## src/rtl/hist_run_ctrl.sv

```systemverilog
// rtl/hist_run_ctrl.sv - run controller for the LFSR histogram datapath
//
// Clears all histogram bins, runs the LFSR/binning path for a latched number
// of samples, waits out the binning pipeline, streams every bin out over a
// valid/ready beat and pulses done.
//
// Ports:
//   clk, rst            clock, asynchronous active-high reset
//   start, num_samples  run request (IDLE only) and its sample count
//   abort               cancel a run from any non-IDLE state
//   lfsr_en, bin_wr_en  advance the LFSR / bin the current sample
//   clr_en, clr_addr    zero one histogram bin
//   rd_en, rd_addr      histogram read request; rd_data returns next cycle
//   out_valid/out_ready readout beat handshake carrying out_bin/out_count
//   busy, done          run in progress / one-cycle completion pulse
//   samples_done        samples issued in the current or last run
module hist_run_ctrl #(
  parameter int NUM_BINS   = 8,
  parameter int BIN_ADDR_W = 3,
  parameter int BIN_CNT_W  = 16,
  parameter int CNT_W      = 16,
  parameter int HIST_LAT   = 2
) (
  input  logic                  clk,
  input  logic                  rst,
  input  logic                  start,
  input  logic [CNT_W-1:0]      num_samples,
  input  logic                  abort,
  output logic                  lfsr_en,
  output logic                  bin_wr_en,
  output logic                  clr_en,
  output logic [BIN_ADDR_W-1:0] clr_addr,
  output logic                  rd_en,
  output logic [BIN_ADDR_W-1:0] rd_addr,
  input  logic [BIN_CNT_W-1:0]  rd_data,
  output logic                  out_valid,
  input  logic                  out_ready,
  output logic [BIN_ADDR_W-1:0] out_bin,
  output logic [BIN_CNT_W-1:0]  out_count,
  output logic                  busy,
  output logic                  done,
  output logic [CNT_W-1:0]      samples_done
);

  typedef enum logic [2:0] {
    S_IDLE,
    S_CLEAR,
    S_RUN,
    S_DRAIN,
    S_RD_REQ,
    S_RD_WAIT,
    S_RD_OUT,
    S_DONE
  } state_t;

  // Drain counter runs 0..HIST_LAT-1; keep at least one bit so the
  // declaration stays legal when the drain phase is unused.
  localparam int DRAIN_W = (HIST_LAT < 2) ? 1 : $clog2(HIST_LAT);
  localparam logic [DRAIN_W-1:0]    DRAIN_LAST = DRAIN_W'((HIST_LAT > 0) ? HIST_LAT - 1 : 0);
  localparam logic [BIN_ADDR_W-1:0] LAST_BIN   = BIN_ADDR_W'(NUM_BINS - 1);
  localparam logic [CNT_W-1:0]      CNT_MAX    = '1;
  // With no binning latency the pipeline wait is skipped entirely.
  localparam state_t AFTER_FILL = (HIST_LAT == 0) ? S_RD_REQ : S_DRAIN;

  state_t                state;
  state_t                state_nxt;
  logic [BIN_ADDR_W-1:0] idx;
  logic [CNT_W-1:0]      num_lat;
  logic [DRAIN_W-1:0]    drain_cnt;
  logic [CNT_W:0]        sd_inc;
  logic                  last_sample;

  // One extra bit so the compare cannot wrap at the top of the count range.
  assign sd_inc      = {1'b0, samples_done} + {{CNT_W{1'b0}}, 1'b1};
  assign last_sample = (sd_inc == {1'b0, num_lat});

  always_ff @(posedge clk or posedge rst) begin
    if (rst) begin
      state <= S_IDLE;
    end else begin
      state <= state_nxt;
    end
  end

  always_comb begin
    state_nxt = state;
    case (state)
      S_IDLE:    if (start) state_nxt = S_CLEAR;
      S_CLEAR:   if (idx == LAST_BIN) state_nxt = (num_lat == '0) ? AFTER_FILL : S_RUN;
      S_RUN:     if (last_sample) state_nxt = AFTER_FILL;
      S_DRAIN:   if (drain_cnt == DRAIN_LAST) state_nxt = S_RD_REQ;
      S_RD_REQ:  state_nxt = S_RD_WAIT;
      S_RD_WAIT: state_nxt = S_RD_OUT;
      S_RD_OUT:  if (out_ready) state_nxt = (idx == LAST_BIN) ? S_DONE : S_RD_REQ;
      S_DONE:    state_nxt = S_IDLE;
      default:   state_nxt = S_IDLE;
    endcase
    if (abort && (state != S_IDLE)) state_nxt = S_IDLE;
  end

  always_ff @(posedge clk or posedge rst) begin
    if (rst) begin
      idx          <= '0;
      num_lat      <= '0;
      samples_done <= '0;
      drain_cnt    <= '0;
      out_bin      <= '0;
      out_count    <= '0;
    end else begin
      drain_cnt <= (state == S_DRAIN) ? drain_cnt + 1'b1 : '0;
      case (state)
        S_IDLE: begin
          if (start) begin
            num_lat      <= num_samples;
            samples_done <= '0;
            idx          <= '0;
          end
        end
        S_CLEAR: begin
          idx <= (idx == LAST_BIN) ? '0 : idx + 1'b1;
        end
        S_RUN: begin
          // The sample issued in this cycle is counted even if abort ends
          // the run at this edge, so the partial count stays accurate.
          if (samples_done != CNT_MAX) samples_done <= samples_done + 1'b1;
        end
        S_RD_WAIT: begin
          out_count <= rd_data;
          out_bin   <= idx;
        end
        S_RD_OUT: begin
          if (out_ready) idx <= (idx == LAST_BIN) ? '0 : idx + 1'b1;
        end
        default: begin
        end
      endcase
    end
  end

  assign lfsr_en   = (state == S_RUN);
  assign bin_wr_en = (state == S_RUN);
  assign clr_en    = (state == S_CLEAR);
  assign clr_addr  = (state == S_CLEAR) ? idx : '0;
  assign rd_en     = (state == S_RD_REQ);
  assign rd_addr   = (state == S_RD_REQ) ? idx : '0;
  assign out_valid = (state == S_RD_OUT);
  assign busy      = (state != S_IDLE);
  assign done      = (state == S_DONE);

endmodule
```

## config.mk

```make
export PLATFORM = sky130hd
export DESIGN_NAME = hist_run_ctrl
export DESIGN_NICKNAME = d
export VERILOG_FILES = /design/src/rtl/hist_run_ctrl.sv
export SDC_FILE = /design/constraint.sdc
export NUM_CORES = 1
export LEC_CHECK = 0
export CAP_MARGIN = 20
export CORE_ASPECT_RATIO = 0.9
export CORE_MARGIN = 2
export CORE_UTILIZATION = 35
export DETAILED_ROUTE_END_ITERATION = 6
export GPL_TIMING_DRIVEN = 1
export HOLD_SLACK_MARGIN = 0.02
export MAX_ROUTING_LAYER = met4
export SKIP_LAST_GASP = 1
export SLEW_MARGIN = 20
export SYNTH_ARGS = -nofsm -noshare
export SYNTH_HDL_FRONTEND = slang
export SYNTH_SLANG_ARGS = --single-unit
```

## constraint.sdc

```tcl
create_clock -name clk -period 2.6 [get_ports clk]
set_input_delay 0.52 -clock clk [delete_from_list [all_inputs] [get_ports clk]]
set_output_delay 0.52 -clock clk [all_outputs]
set_load 0.05 [all_outputs]
```

# Word-level counts from Yosys, hierarchy flattened
# Index checks and enable logic that the tools add are counted.
# word_totals
ff_bits,58
input_bits,37
output_inout_bits,48
word_cells,58
# op_classes
add_sub_neg,4
eq_ne,18
mux,19
n_reduce_logical,10
# op_table
op,count
3-bit two-way mux,11
16-bit two-way mux,2
16-bit case mux with 2 select lines,1
3-bit case mux with 8 select lines,1
"16-bit by 1-bit adder with 17-bit output, second input constant",1
17-bit by 16-bit == test with 1-bit output,1
"16-bit by 1-bit adder with 16-bit output, second input constant",1
16-bit logical NOT,1
"16-bit != test, second input constant",1
"3-bit == test, second input constant",5
"3-bit by 1-bit != test with 1-bit output, second input constant",3
3-bit case mux with 3 select lines,1
"3-bit by 2-bit == test with 1-bit output, second input constant",2
"3-bit != test, second input constant",2
3-bit AND reduction,2
3-bit nonzero test,2
5-bit AND reduction,1
"2-bit by 1-bit != test with 1-bit output, second input constant",2
"3-bit by 1-bit adder with 3-bit output, second input constant",1
"3-bit by 1-bit == test with 1-bit output, second input constant",1
3-bit logical NOT,1
1-bit two-way mux,2
2-bit two-way mux,1
"2-bit != test, second input constant",1
other kinds (4),4

# Depth between registers and ports, before layout
# Gate-level depths: netlist (run 1).
# depth
depth_word,5
mapped_depth,8
ltp_nobuf,8

# Least setup slack after synthesis (run 1)
# No wires, ideal clock.
# synth_timing
path_type,register to output
startpoint,register state[1]
endpoint,output port rd_addr[0]
arrival_ps,2453
t_required_ps,2080
path_slack_ps,-373
path_stages_with_launch,5
path_buffers,2
path_cell_list,dfrtp_1 buf_4 clkbuf_1 nor3_1 and2_1
# synth_via
elab_chain_cells,2
# synth_lines
element,line,source
start: declaration,65,state_t state;
start signal: assignment,81,state <= state_nxt;
3-bit == test,-,
via rd_en,33,"output logic rd_en,"
3-bit two-way mux,145,assign rd_addr = (state == S_RD_REQ) ? idx : '0;
end: declaration,34,"output logic [BIN_ADDR_W-1:0] rd_addr,"
# The timed path passes the listed nets, and every way through them passes these cells.

# Worst setup path in the final report (run 1)
# layout_timing
startpoint,register samples_done[0]
endpoint,register samples_done[4]
# layout_via
elab_chain_cells,3
word_cells_on_any_way,6
cone_classes,add/sub: 1; eq/ne: 2; mux: 2; reduce/logical: 1
# layout_lines
element,line,source
start: declaration,42,output logic [CNT_W-1:0] samples_done
start signal: assignment,125,if (samples_done != CNT_MAX) samples_done <= samples_done + 1'b1;
16-bit by 1-bit adder with 16-bit output / 16-bit != test (equally long branches),125,
16-bit two-way mux / 2-bit by 1-bit != test with 1-bit output (equally long branches),-,
16-bit case mux with 2 select lines / 3-bit AND reduction (equally long branches),-,
# Several ways; a longest one is shown, not always the timed one. The select of a mux whose other input is x is not followed.
# A chain may end at the register's enable or synchronous reset.

==> results of run 1 <==
==> layout by cell type, fill, tap and decap left out, types with 2 or more instances in the layout <==
| cell type | count |
|---|---|
| ha_1 | 3 |
| xor2_1 | 10 |
| nor4_1 | 4 |
| o41ai_1 | 2 |
| nand3_1 | 10 |
| mux2i_1 | 2 |
| clkbuf_8 | 12 |
| clkbuf_1 | 2 |
| nand2b_1 | 2 |
| a21oi_1 | 14 |
| mux2_2 | 35 |
| o21ai_0 | 17 |
| nand2_1 | 23 |
| o31ai_1 | 2 |
| nor3_1 | 16 |
| o221ai_1 | 2 |
| and3_1 | 2 |
| inv_1 | 11 |
| nand4_1 | 4 |
| buf_12 | 11 |
| nor3b_1 | 2 |
| or3_1 | 4 |
| clkdlybuf4s50_1 | 71 |
| a22o_1 | 7 |
| or4_1 | 2 |
| nand4b_1 | 2 |
| buf_4 | 22 |
| clkinv_2 | 2 |
| a21o_1 | 8 |
| xnor2_1 | 12 |
| nor3_2 | 2 |
| nor2_1 | 13 |
| dfrtp_1 | 58 |
| and2_1 | 6 |
==> what timing repair did <==
item,CTS,global route
setup endpoints to repair,0,8
buffers inserted,0,0
gates resized for setup,0,1
hold buffers,0,0
==> power groups by stage <==
| stage | registers (mW) | logic, mW | clock network (mW) |
|---|---|---|---|
| final | 1.33 | 1.33 | 0.764 |
| after global routing | 1.36 | 1.43 | 0.825 |
| after CTS | 1.32 | 1.34 | 0.787 |
| after detailed placement | 1.34 | 1.34 | 0 |
| after global placement | 1.34 | 1.31 | 0 |
| after floorplan | 1.41 | 0.778 | 0 |
==> per-layer routing <==
metal  GRT usage (%)  share of wire, %  up-vias
met2            27.1                47       59
met1            24.2                49     1356
met3            3.08               3.3        6
met4            5.26              0.72        0
met5               -                 0        -
li1                -                 -     1332
==> cells in the mapped netlist, drive strengths merged, types with 8 or more instances <==
master and instances:
a21o 8, a21oi 14, buf 14, clkbuf 10
dfrtp 58, inv 12, mux2 36, nand2 23
nand3 10, nor2 14, nor3 18, o21ai 17
xnor2 12, xor2 10
==> kinds of logic (layout without fill, tap and decap cells) <==
logic type,Yosys count,in the layout
compound gates,62,62
xor+xnor,22,22
fa+ha+maj,3,3
buf+inv,37,133
flops,58,58
mux,38,38
simple gates,101,101
==> registers in the layout (all words and copies together), names as in the netlist <==
signal        cells
state             3
idx               3
drain_cnt         1
out_count        16
samples_done     16
out_bin           3
num_lat          16
==> worst register-to-register path, stage by stage, from the launching register on <==
cell,delay [ps]
dfrtp_1,480
ha_1,330
nand4_1,230
nor4_2,360
a41o_4,460
nor3_1,100
a21o_1,160
a22o_1,170
==> worst paths after layout <==
| check | startpoint | cells past startpoint | endpoint |
|---|---|---|---|
| min | out_bin[1] | 1 | out_bin[1] |
| max | samples_done[0] | 7 | samples_done[4] |
| max reg2reg | samples_done[0] | 7 | samples_done[4] |
| min in group asynchronous | rst | 2 | out_count[9] |
| max in group asynchronous | rst | 3 | out_count[8] |
| min reg2reg | out_bin[1] | 1 | out_bin[1] |
==> area by class of cell <==
class                      instances  share of cell area (%)
clock buffer                      14                    3.78
clock inverter                     2                   0.219
inverter                          13                    1.07
multi-input combinational        226                    35.9
sequential                        58                    31.8
tap                              122                    3.34
timing repair buffer             104                    24.0
==> stage by stage <==
stage,power [mW],hold slack [ps],utilization (%)
final,3.42,502,50.3
after global routing,3.62,519,50.3
after CTS,3.45,506,50.2
after detailed placement,2.68,497,48.2
after global placement,2.64,488,48.2
after floorplan,2.18,493,-
==> flow_metrics.env, run 1 <==
export IMPL_status="finished clean"
export IMPL_cp_cell_sequence="ha_1 -> nand4_1 -> nor4_2 -> a41o_4 -> nor3_1 -> a21o_1 -> a22o_1"
export IMPL_coreArea_um2=9080
export IMPL_drt_iter0_drc=167
export IMPL_stdcell_count=539
export IMPL_power_internal_mw=2.16
export IMPL_wirelength_mm=8.35
export IMPL_grt_pass1_wl_mm=13.5
export IMPL_synth_top_family_by_area="simple AND/OR/NAND/NOR gates"
export IMPL_cp_start_kind="flip-flop"
export IMPL_post_place_ws_ps=107
export IMPL_hold_violations=0
export IMPL_fin_area_um2=4570
export IMPL_power_clock_fraction_pct=22.3
export IMPL_io_pins=85
export IMPL_start_util_pct=35.8
export IMPL_yosys_register_bits=58
export IMPL_routabilityCongestion=0.863
export IMPL_synth_top_area_share_pct=44.6
export IMPL_dieArea_um2=10100
export IMPL_max_cap_violations=0
export IMPL_post_synth_cell_area_avg_um2=10.1
export IMPL_timing_slew_headroom_pct=64.5
export IMPL_async_flop_share_pct=100
export IMPL_end_kind="flip-flop"
export IMPL_insertion_delay_ps=330
export IMPL_yosys_warnings=0
export IMPL_fin_crit_sh_pct=92.0
export IMPL_synthMuxAreaShare_pct=13.1
export IMPL_timing_critical_path_buf_inv=0
export IMPL_yosys_area_share_simple_pct=16.7
export IMPL_syn_inst=321
export IMPL_clock_sinks=58
export IMPL_antenna_found_initial=0
export IMPL_cts_buffers=9
export IMPL_clk_pin_slew_worst_paths_ps=60
export IMPL_seq_area_frac_synth_pct=44.6
export IMPL_finalWorstSetupSlack_ps=207
export IMPL_p_leak_nw=1.91
export IMPL_peakVddDrop_mv=0.491
export IMPL_slew_viol_final=0
export IMPL_register_area_um2=1450
export IMPL_synth_compound_area_share_pct=12.9
export IMPL_ctsLongestPathBuffers=2
export IMPL_post_drt_wl_per_cell_um=15.5
export IMPL_place_inst=523
export IMPL_grt_pass1_vias=2570
export IMPL_slowest_delay_ps=480
export IMPL_fin_crit_ps=2390
export IMPL_switching_share_pct=37.0
export IMPL_firstDrtPassIters=4
export IMPL_critPathTopFamily="compound AO/OA/AOI/OAI gates"
export IMPL_fin_tns_setup_ps=0
export IMPL_synth_edff_count=0
export IMPL_hold_class="flip-flop to flip-flop"
export IMPL_rsz0062_at_grt="no"
export IMPL_fin_skew_ps=5.34
export IMPL_die_x_um=106
export IMPL_synthXorXnorAreaFrac_pct=5.92
export IMPL_ys_types=53
export IMPL_cp_slowest_cell="dfrtp_1"
export IMPL_io_buffers=84
export IMPL_clock_fmax_mhz=418
export IMPL_root_buffer="clkbuf_8"
export IMPL_cts_htree_levels=3
export IMPL_drc=0
export IMPL_placed_cell_area_um2=4380
export IMPL_reg2reg_slack_ps=210
export IMPL_yosys_top_cells_area="dfrtp_1 (45%), mux2_2 (12%), xnor2_1 (3.2%), nor3_1 (2.8%), xor2_1 (2.7%)"
export IMPL_ant_nets=0
export IMPL_cp_data_arrival_time_ps=2610
export IMPL_drive_gt1_share_pct=21.6
export IMPL_power_frac_comb_pct=39.0
export IMPL_tightest_slew_ps=530
export IMPL_synthFlopType="dfrtp_1"
export IMPL_area_growth_pct=40.4
export IMPL_cts_tree="yes"
export IMPL_routed_via_density=5.11
export IMPL_fillers=873
export IMPL_synth_area_um2=3250
export IMPL_cp_max_fo=31
export IMPL_nNetsFinal=452
export IMPL_path_class="flip-flop to flip-flop"
export IMPL_yosys_area_top_type="dfrtp_1"
export IMPL_fp_dieH_um=95.5
export IMPL_worstPathRequired_ps=2820
export IMPL_grt_usage_pct=17.7
export IMPL_p_per_area_nw_per_um2=749
export IMPL_grt_overflow=0
export IMPL_p_seq_share_pct=38.7
export IMPL_row_count=33
export IMPL_switching_power_mw=1.27
export IMPL_diodes=0
export IMPL_synthAdderAreaFrac_pct=1.15
export IMPL_vias=2753
export IMPL_setup_violations=0
export IMPL_syn_nets=361
export IMPL_dp_hpwl_mm=6.39
export IMPL_multi_input_area_um2=1640
export IMPL_grt_max_degree=37
Note: power is estimated with default switching activity, not from simulation.
==> run 2: changes to the inputs <==
--- a/config.mk
+++ b/config.mk
@@ -7,12 +7,13 @@
 export LEC_CHECK = 0
 export CAP_MARGIN = 20
 export CORE_ASPECT_RATIO = 0.9
-export CORE_MARGIN = 2
+export CORE_MARGIN = 4
 export CORE_UTILIZATION = 35
 export DETAILED_ROUTE_END_ITERATION = 6
 export GPL_TIMING_DRIVEN = 1
 export HOLD_SLACK_MARGIN = 0.02
 export MAX_ROUTING_LAYER = met4
+export RECOVER_POWER = 50
 export SKIP_LAST_GASP = 1
 export SLEW_MARGIN = 20
 export SYNTH_ARGS = -nofsm -noshare
==> flow_metrics.env, run 2 (synthesis results as in run 1) <==
export IMPL_p_leak_nw=1.88
export IMPL_drt_iter0_drc=166
export IMPL_worst_r2r_path_depth=7
export IMPL_rsz0062_at_grt="no"
export IMPL_hold_violations=0
export IMPL_post_drt_wl_per_cell_um=15.8
export IMPL_firstDrtPassIters=4
export IMPL_worstPathRequired_ps=2830
export IMPL_peakVddDrop_mv=0.413
export IMPL_status="finished clean"
export IMPL_io_buffers=84
export IMPL_finish_utilization_pct=49.7
export IMPL_cp_depth=7
export IMPL_cts_buffers=9
export IMPL_root_buffer="clkbuf_8"
export IMPL_placed_cell_area_um2=4360
export IMPL_p_seq_share_pct=39.4
export IMPL_setup_violations=0
export IMPL_grt_pass1_vias=2662
export IMPL_whs_path_depth=1
export IMPL_path_class="flip-flop to flip-flop"
export IMPL_fin_area_um2=4520
export IMPL_grt_usage_pct=17.0
export IMPL_grt_pass1_wl_mm=14.1
export IMPL_antenna_found_initial=0
export IMPL_power_frac_comb_pct=38.6
export IMPL_cp_slowest_cell="dfrtp_1"
export IMPL_area_growth_pct=38.8
export IMPL_cts_tree="yes"
export IMPL_fin_tns_setup_ps=0
export IMPL_stdcell_count=536
export IMPL_drc=0
export IMPL_ant_nets=0
export IMPL_cts_setup_buffers=0
export IMPL_vias=2741
export IMPL_timing_critical_path_buf_inv=0
export IMPL_use_met1_pct=23.8
export IMPL_final_cell_mix="clkdlybuf4s50_1 (70), dfrtp_1 (58), mux2_2 (35)"
export IMPL_critPathTopFamily="compound AO/OA/AOI/OAI gates"
export IMPL_io_pins=85
export IMPL_power_clock_fraction_pct=22.0
export IMPL_finalPower_mw=3.37
export IMPL_wirelength_mm=8.46
export IMPL_use_met2_pct=25.0
export IMPL_p_per_area_nw_per_um2=746
export IMPL_hold_buffers=0
export IMPL_routed_via_density=5.11
export IMPL_slew_viol_final=0
export IMPL_routabilityCongestion=0.831
export IMPL_start_util_pct=35.8
export IMPL_grt_max_degree=32
export IMPL_fp_dieH_um=99.5
export IMPL_diodes=0
export IMPL_coreArea_um2=9080
export IMPL_insertion_delay_ps=340
export IMPL_fin_crit_sh_pct=90.8
export IMPL_fin_crit_ps=2360
export IMPL_clk_pin_slew_worst_paths_ps=70
export IMPL_switching_share_pct=37.8
export IMPL_row_count=33
export IMPL_max_cap_violations=0
export IMPL_cts_resized_gates=0
export IMPL_reg_top3="num_lat x16, out_count x16, samples_done x16"
export IMPL_cp_start_kind="flip-flop"
export IMPL_grtUsageMet3_pct=3.44
export IMPL_drive_gt1_share_pct=20.3
export IMPL_timing_slew_headroom_pct=29.3
export IMPL_clock_sinks=58
export IMPL_clock_fmax_mhz=424
export IMPL_hold_class="flip-flop to flip-flop"
export IMPL_place_inst=521
export IMPL_switching_power_mw=1.27
export IMPL_ctsLongestPathBuffers=2
export IMPL_cp_max_fo=31
export IMPL_dp_hpwl_mm=6.44
export IMPL_dieArea_um2=10900
export IMPL_nNetsFinal=450
export IMPL_cp_data_arrival_time_ps=2590
export IMPL_final_common_cell="clkdlybuf4s50_1"
export IMPL_cp_cell_sequence="ha_1 -> nand4_1 -> nor4_2 -> a41o_4 -> nor3_1 -> a21o_1 -> a22o_1"
export IMPL_grt_overflow=0
export IMPL_busiest_layer="met2"
export IMPL_power_internal_mw=2.10
export IMPL_cts_htree_levels=3
export IMPL_die_x_um=110
export IMPL_slowest_delay_ps=470
export IMPL_tightest_slew_ps=1060
export IMPL_fin_skew_ps=7.98
export IMPL_end_kind="flip-flop"
[run 2: per-stage QoR]
step,hold WS (ps),worst slack (ps)
2_1_floorplan,493,128
3_3_place_gp,490,289
3_5_place_dp,493,184
4_1_cts,439,177
5_1_grt,525,111
6_report,505,240
[run 2: power by group through the flow]
stage / registers, mW / logic (mW) / clock network [mW]
floorplan: 1.41 / 0.778 / 0
global route: 1.36 / 1.41 / 0.810
global placement: 1.33 / 1.29 / 0
CTS: 1.33 / 1.31 / 0.767
detailed placement: 1.35 / 1.31 / 0
finish: 1.33 / 1.30 / 0.740
[run 2: metal layers]
metal  vias up  wire length [um]
li1       1333                 -
met1      1343              4150
met2        57              3880
met3         8               333
met4         0                96
met5         -                 0
[run 2: worst paths after layout]
path	slack (ps)	from	end
max	240	samples_done[0]	samples_done[12]
min	500	out_count[9]	out_count[9]
max reg2reg	240	samples_done[0]	samples_done[12]
min reg2reg	500	out_count[9]	out_count[9]
max in group asynchronous	660	rst	num_lat[14]
min in group asynchronous	630	rst	out_count[3]
[run 2: area by class of cell]
cell class,instances,area (um2)
fill,869,4570
multi-input combinational,226,1640
sequential,58,1450
timing repair buffer,102,1050
clock buffer,12,155
tap,122,153
inverter,13,48.8
clock inverter,3,15.0
